===== src/rtl/uart_pkg.sv =====
// Shared definitions for the UART receiver: FSM state encoding and oversampling constants.
package uart_pkg;

    localparam int OVERSAMPLE = 16;
    localparam int START_MID  = 7;

    typedef enum logic [2:0] {
        IDLE,
        START,
        DATA,
        PARITY,
        STOP
    } rx_state_t;

endpackage


===== src/rtl/uart_sync2.sv =====
// Two-flop synchronizer for an asynchronous input; resets to 1 so an idle-high line reads idle.
module uart_sync2 (
    input  logic clk,
    input  logic reset,
    input  logic d_i,
    output logic q_o
);

    logic [1:0] sync_q;

    // NOTE: sequential state uses non-blocking assignments so every flop samples pre-edge values.
    always_ff @(posedge clk or posedge reset) begin
        if (reset) begin
            sync_q <= 2'b11;
        end else begin
            sync_q <= {sync_q[0], d_i};
        end
    end

    assign q_o = sync_q[1];

endmodule


===== src/rtl/uart_rx.sv =====
// 16x-oversampling UART receiver, LSB first. Define RX_PARITY_EN to add a parity bit,
// the parity_err port and the PARITY_ODD check.
module uart_rx
    import uart_pkg::*;
#(
    parameter int DBIT       = 8,
    parameter int SB_TICK    = 16,
    parameter int PARITY_ODD = 0
) (
    input  logic            clk,
    input  logic            reset,
    input  logic            s_tick,
    input  logic            rx,
    output logic [DBIT-1:0] dout,
    output logic            rx_done_tick,
    output logic            frame_err
`ifdef RX_PARITY_EN
    ,
    output logic            parity_err
`endif
);

    // Tick counter must reach SB_TICK-1 for 1.5/2 stop bits, so it widens beyond 4 bits.
    localparam int S_W = (SB_TICK > OVERSAMPLE) ? $clog2(SB_TICK) : 4;
    localparam int N_W = $clog2(DBIT + 1);

    localparam logic [S_W-1:0] S_MID  = S_W'(START_MID);
    localparam logic [S_W-1:0] S_BIT  = S_W'(OVERSAMPLE - 1);
    localparam logic [S_W-1:0] S_STOP = S_W'(SB_TICK - 1);
    localparam logic [N_W-1:0] N_LAST = N_W'(DBIT - 1);

    logic rx_s;

    rx_state_t       state_q, state_d;
    logic [S_W-1:0]  s_q, s_d;
    logic [N_W-1:0]  n_q, n_d;
    logic [DBIT-1:0] b_q, b_d;
    logic [DBIT-1:0] dout_q, dout_d;
    logic            done_q, done_d;
    logic            ferr_q, ferr_d;
`ifdef RX_PARITY_EN
    logic            perr_pend_q, perr_pend_d;
    logic            perr_q, perr_d;
`endif

    uart_sync2 u_sync (
        .clk   (clk),
        .reset (reset),
        .d_i   (rx),
        .q_o   (rx_s)
    );

    always_ff @(posedge clk or posedge reset) begin
        if (reset) begin
            state_q     <= IDLE;
            s_q         <= '0;
            n_q         <= '0;
            b_q         <= '0;
            dout_q      <= '0;
            done_q      <= 1'b0;
            ferr_q      <= 1'b0;
`ifdef RX_PARITY_EN
            perr_pend_q <= 1'b0;
            perr_q      <= 1'b0;
`endif
        end else begin
            state_q     <= state_d;
            s_q         <= s_d;
            n_q         <= n_d;
            b_q         <= b_d;
            dout_q      <= dout_d;
            done_q      <= done_d;
            ferr_q      <= ferr_d;
`ifdef RX_PARITY_EN
            perr_pend_q <= perr_pend_d;
            perr_q      <= perr_d;
`endif
        end
    end

    // NOTE: every signal gets a default before the case so no path infers a latch.
    always_comb begin
        state_d     = state_q;
        s_d         = s_q;
        n_d         = n_q;
        b_d         = b_q;
        dout_d      = dout_q;
        done_d      = 1'b0;
        ferr_d      = ferr_q;
`ifdef RX_PARITY_EN
        perr_pend_d = perr_pend_q;
        perr_d      = perr_q;
`endif
        case (state_q)
            IDLE: begin
                if (!rx_s) begin
                    state_d = START;
                    s_d     = '0;
                end
            end
            START: begin
                if (s_tick) begin
                    if (s_q == S_MID) begin
                        // A line back high at mid-start is a glitch, not a frame.
                        if (!rx_s) begin
                            state_d = DATA;
                            s_d     = '0;
                            n_d     = '0;
                        end else begin
                            state_d = IDLE;
                        end
                    end else begin
                        s_d = s_q + 1'b1;
                    end
                end
            end
            DATA: begin
                if (s_tick) begin
                    if (s_q == S_BIT) begin
                        s_d = '0;
                        b_d = {rx_s, b_q[DBIT-1:1]};
                        n_d = n_q + 1'b1;
                        if (n_q == N_LAST) begin
`ifdef RX_PARITY_EN
                            state_d = PARITY;
`else
                            state_d = STOP;
`endif
                        end
                    end else begin
                        s_d = s_q + 1'b1;
                    end
                end
            end
`ifdef RX_PARITY_EN
            PARITY: begin
                if (s_tick) begin
                    if (s_q == S_BIT) begin
                        perr_pend_d = rx_s ^ (^b_q) ^ 1'(PARITY_ODD);
                        state_d     = STOP;
                        s_d         = '0;
                    end else begin
                        s_d = s_q + 1'b1;
                    end
                end
            end
`endif
            STOP: begin
                if (s_tick) begin
                    if (s_q == S_STOP) begin
                        done_d  = 1'b1;
                        dout_d  = b_q;
                        ferr_d  = ~rx_s;
`ifdef RX_PARITY_EN
                        perr_d  = perr_pend_q;
`endif
                        state_d = IDLE;
                    end else begin
                        s_d = s_q + 1'b1;
                    end
                end
            end
            default: state_d = IDLE;
        endcase
    end

    assign dout         = dout_q;
    assign rx_done_tick = done_q;
    assign frame_err    = ferr_q;
`ifdef RX_PARITY_EN
    assign parity_err   = perr_q;
`endif

endmodule


===== config.mk =====
export PLATFORM = sky130hd
export DESIGN_NAME = uart_rx
export DESIGN_NICKNAME = d
export VERILOG_FILES = /design/src/rtl/uart_pkg.sv /design/src/rtl/uart_sync2.sv /design/src/rtl/uart_rx.sv
export SDC_FILE = /design/constraint.sdc
export NUM_CORES = 1
export LEC_CHECK = 0
export ABC_CLOCK_PERIOD_IN_PS = 2200
export CORE_MARGIN = 2
export CORE_UTILIZATION = 47
export DETAILED_ROUTE_END_ITERATION = 7
export PLACE_DENSITY_LB_ADDON = 0.15
export SLEW_MARGIN = 40
export SYNTH_ARGS = -nofsm -noshare
export SYNTH_HDL_FRONTEND = slang
export SYNTH_SLANG_ARGS = --single-unit

===== constraint.sdc =====
create_clock -name clk -period 2.2 [get_ports clk]
set_input_delay 0.44 -clock clk [delete_from_list [all_inputs] [get_ports clk]]
set_output_delay 0.44 -clock clk [all_outputs]
set_load 0.005 [all_outputs]

# After elaboration in Yosys (flattened, before gate mapping)
# Index checks and enable logic that the tools add are counted.
[word_totals] output_inout_bits=10 elab_cells=62 reg_bits=31 in_bits=4
[classes] bitwise=1 reduce_logical=8 muxes=27 n_eq_ne=16 addsub=2
[op_table] cell="$mux W4" count=12
[op_table] cell="$mux W3" count=8
[op_table] cell="$ne A2 B2 Y1 const B" count=10
[op_table] cell="$pmux W4 S4" count=1
[op_table] cell="$pmux W3 S4" count=1
[op_table] cell="$add A4 B1 Y4 const B" count=2
[op_table] cell="$eq A4 B3 Y1 const B" count=2
[op_table] cell="$pmux W4 S2" count=1
[op_table] cell="$reduce_and A8 Y1" count=1
[op_table] cell="$reduce_and A3 Y1" count=2
[op_table] cell="$reduce_and A6 Y1" count=1
[op_table] cell="$reduce_and A5 Y1" count=1
[op_table] cell="$eq A4 B4 Y1 const B" count=1
[op_table] cell="$reduce_bool A4 Y1" count=1
[op_table] cell="$eq A3 B1 Y1 const B" count=1
[op_table] cell="$eq A3 B2 Y1 const B" count=1
[op_table] cell="$eq A3 B3 Y1 const B" count=1
[op_table] cell="$logic_not A3 Y1" count=1
[op_table] cell="$mux W1" count=3
[op_table] cell="$mux W2" count=1
[op_table] cell="$reduce_bool A2 Y1" count=1
[op_table] cell="$not A1 Y1" count=1

# Longest topological paths before layout
[logic_depth] depth_word=5 depth_mapped=6 mapped_depth_nobuf=5

# By module
# Synthesis repeated with hierarchy kept, for this count alone.
[hier_totals] hier_cells=128 hier_area_um2=1522.7
[by_module_without_submodules] mod="uart_rx" area_per_inst_um2=1466.4 cells_per_inst=125 n_inst=1 seq_area_each_um2=725.7
[by_module_without_submodules] mod="uart_sync2" area_per_inst_um2=56.3 cells_per_inst=3 n_inst=1 seq_area_each_um2=52.6

# Least setup slack after synthesis
# OpenSTA, ideal clock, no wires.
[synth_path] path_type="register to register" startpoint="reg state_q[2]" endpoint="reg b_q[0]" setup_time_ns=0.125 slack_ns=0.460 n_path_buf=2 synth_period_minus_slack_ns=1.740 stages_incl_launch_ff=6 arrival_time_ns=1.616 t_required_ns=2.075 cell_sequence="dfrtp_1 -> or3b_1 -> buf_2 -> nor2_1 -> buf_4 -> mux2_2"
[synth_between] elab_chain_cells=2
[synth_rtl] item="start, declared" line_no="uart_rx.sv:34" text="rx_state_t state_q, state_d;"
[synth_rtl] item="start signal, assigned" line_no="uart_rx.sv:67" text="state_q <= state_d;"
[synth_rtl] item="$eq A3 B2 Y1" line_no="uart_rx.sv:94" text="case (state_q)"
[synth_rtl] item="$reduce_and A3 Y1 (no line)"
[synth_rtl] item="end signal, assigned" line_no="uart_rx.sv:58" text="b_q <= '0;"
[synth_rtl] item="end signal, assigned" line_no="uart_rx.sv:70" text="b_q <= b_d;"
[synth_rtl] item="end, declared" line_no="uart_rx.sv:37" text="logic [DBIT-1:0] b_q, b_d;"
# No other way between the ends.
# A chain may end at the register's enable or synchronous reset.

# Worst setup path after layout
[layout_path] startpoint="reg state_q[2]" endpoint="reg s_q[0]"
[layout_between] elab_chain_cells=3 word_cells_on_any_way=11 classes_between="7 x eq/ne; 1 x mux; 3 x reduce/logical"
[layout_rtl] item="$eq A3 B3 Y1, or another cell as far along" line_no="uart_rx.sv:94"
[layout_rtl] item="$reduce_bool A4 Y1 (no line) or $ne A2 B2 Y1 (tied branches)"
[layout_rtl] item="$reduce_and A5 Y1 (no line)"
[layout_rtl] item="end signal, assigned" line_no="uart_rx.sv:56" text="s_q <= '0;"
[layout_rtl] item="end signal, assigned" line_no="uart_rx.sv:68" text="s_q <= s_d;"
[layout_rtl] item="end, declared" line_no="uart_rx.sv:35" text="logic [S_W-1:0] s_q, s_d;"
# Parallel ways exist; a longest one is shown, timed or not.

==> impl_metrics.env <==
export IMPL_final_area_sq_um=1744
export IMPL_tns_ns=0
export IMPL_ys_types=38
export IMPL_clkTransAtPathRegs_ns=0.10
export IMPL_vias_per_cell=5.833
export IMPL_dpl_instance_area_sq_um=1658
export IMPL_timing_final_crit_share_pct=85.46
export IMPL_drv_cap=0
export IMPL_synth_most_common_cell="dfrtp_1"
export IMPL_ys_seq_area_share_pct=54.32
export IMPL_p_total_mw=1.352
export IMPL_final_cells=174
export IMPL_drt_pre_antenna_iters=4
export IMPL_worst_path_stages=4
export IMPL_power_density_nw_per_um2=775.3
export IMPL_finalSetupViolCount=0
export IMPL_critPathBufInv=0
export IMPL_dp_slack_ns=0.2212
export IMPL_ctsHoldBuffers=0
export IMPL_grt_pass1_wl_um=4547
export IMPL_area_delta_synth_final_pct=21.75
export IMPL_cts_tree="done"
export IMPL_synth_area_leaders="dfrtp_1, mux2_2, dfstp_2"
export IMPL_skew_ns=0.007753
export IMPL_slew_headroom_pct=64.48
export IMPL_ys_seq_elements=31
export IMPL_synth_cells=118
export IMPL_regArea_sq_um=778.2
export IMPL_whs_ns=0.3603
export IMPL_antenna_cells=0
export IMPL_cts_resized=0
export IMPL_ir_drop_mv=0.5369
export IMPL_io_buffers=13
export IMPL_h_tree_depth=2
export IMPL_antenna_found_initial=0
export IMPL_cp_arrival_ns=2.11
export IMPL_avgSynthCellArea_sq_um=12.14
export IMPL_ys_flop_type="dfrtp_1"
export IMPL_slowest_stage="or3b_1"
export IMPL_cts_buffers=5
export IMPL_die_area_sq_um=3506
export IMPL_synth_top_area_share_pct=50.66
export IMPL_nets=146
export IMPL_clk_path_buf_depth=2
export IMPL_hold_depth=0
export IMPL_gp_congestion=0.7484
export IMPL_die_width_um=59.21
export IMPL_dpl_hpwl_um=1838
export IMPL_hold_path_class="reg -> reg"
export IMPL_startpoint_type="flop"
export IMPL_synth_edf_count=0
export IMPL_min_period_ns=1.880
export IMPL_grt_max_degree=20
export IMPL_grt_overflow=0
export IMPL_pwr_share_seq_pct=49.4
export IMPL_rows=20
export IMPL_fmax_mhz=531.9
export IMPL_combPwrFrac_pct=15.8
export IMPL_route_detailed_drc=0
export IMPL_wl_um=2631
export IMPL_p_clk_share_pct=34.8
export IMPL_syn_num_nets=124
export IMPL_boundaryPins=14
export IMPL_grt_usage_pct=17.80
export IMPL_initial_utilization_pct=48.11
export IMPL_slowest_delay_ns=0.50
export IMPL_postRouteAntennaNets=0
export IMPL_drive_gt1_share_pct=28.37
export IMPL_outcome="finished, final reports clean"
export IMPL_grt_pass1_vias=990
export IMPL_clkLatencyLatePin_ns=0.33
export IMPL_critPathRequiredTime_ns=2.43
export IMPL_p_leak_nw=0.8297
export IMPL_power_switching_mw=0.3595
export IMPL_reg2reg_depth=4
export IMPL_intPower_mw=0.9927
export IMPL_postCtsSetupBuffers=0
export IMPL_yosysWarningCount=0
export IMPL_synth_cells_most_frequent="dfrtp_1, mux2_2, nand2_1, nor2_1, o21ai_0"
export IMPL_drtIter0Drc=49
export IMPL_timing_final_ws_setup_ns=0.3199
export IMPL_multi_input_area_sq_um=623.1
export IMPL_via_count=1015
export IMPL_maxSlewViolCount=0
export IMPL_dp_cells=166
export IMPL_routedWlPerCell_um=15.12
export IMPL_power_switching_share_pct=26.58
export IMPL_crit_family="simple AND/OR/NAND/NOR gates"
export IMPL_end_kind="flop"
export IMPL_cp_max_fo=9
export IMPL_async_reset_ff_share_pct=100.0
export IMPL_cp_cell_sequence="or3b_1, and3_1, a211o_1, mux2_4"
export IMPL_worst_pin_slew_ns=0.5322
export IMPL_crit_type="reg -> reg"
export IMPL_rsz0062_at_grt="no"
export IMPL_clock_sinks=31
export IMPL_die_height_um=59.21
export IMPL_clockRootBuffer="clkbuf_4"
export IMPL_hold_viol=0
export IMPL_synth_cell_area_sq_um=1433
export IMPL_fillCellCount=251
export IMPL_netlist_top_cell_by_area="dfrtp_1"
export IMPL_fin_util_pct=58.57
export IMPL_core_sq_um=2978
[layer usage]
metal	share of wire, %	global-route usage [%]	vias up
met2	48	25.43	31
met3	5.4	6.987	5
met1	45	23.76	495
li1	-	-	484
met5	0	0	-
met4	1.3	8.117	0
[cells in the final DEF (no fill, tap or decap), types with 2 or more instances in the layout]
master	netlist	routed
dfrtp_1	29	29
mux2_2	18	18
clkdlybuf4s50_1	0	13
nor2_1	6	6
o21ai_0	6	6
nand2_1	6	6
clkbuf_4	0	5
buf_4	1	5
a21oi_1	4	4
nand4_1	3	3
and3_1	3	3
nand3b_1	3	3
or3b_1	2	2
and3b_1	2	2
a31oi_1	2	2
nand3_1	2	2
a211o_1	2	2
nand4b_1	2	2
inv_1	2	2
ha_1	2	2
buf_12	0	2
dfstp_2	2	2
[layout make-up]
type | instances | share of cell area [%]
repair buffers | 20 | 11.91
multi-input cells | 80 | 35.72
clock inverters | 2 | 2.009
clock buffers | 6 | 2.941
inverters | 2 | 0.4304
flip-flops and latches | 31 | 44.62
well taps | 33 | 2.367
[cell families after synthesis]
family	after synthesis	synth area share (%)
buffers and inverters	7	2.183
AND/OR/NAND/NOR	35	14.59
adder cells (fa/ha/maj)	2	1.746
XOR/XNOR	1	0.6115
AO/OA/AOI/OAI	22	10.66
multiplexers	20	15.89
flip-flops	31	54.32
[path summary, 6_finish.rpt]
path / startpoint / endpoint / slack, ns
hold / removal: u_sync.sync_q[0] / u_sync.sync_q[1] / 0.36
setup / recovery: state_q[2] / s_q[0] / 0.32
hold reg to reg: u_sync.sync_q[0] / u_sync.sync_q[1] / 0.36
max in group asynchronous: reset / u_sync.sync_q[0] / 1.18
min in group asynchronous: reset / rx_done_tick / 0.44
setup reg to reg: state_q[2] / s_q[0] / 0.32
[state kept, by name, summed over array words and instances (netlist names)]
name,cells
b_q,8
dout,8
n_q,4
s_q,4
state_q,3
u_sync.sync_q,2
frame_err,1
rx_done_tick,1
[power groups by stage]
stage                     registers [mW]  logic, mW  clock network (mW)
after floorplan                    0.656      0.174                   0
after global placement             0.678      0.206                   0
after detailed placement           0.679      0.212                   0
after CTS                          0.668      0.214               0.487
after global routing               0.676      0.240               0.515
final                              0.668      0.214               0.470
Power figures use the tool's default switching activity.
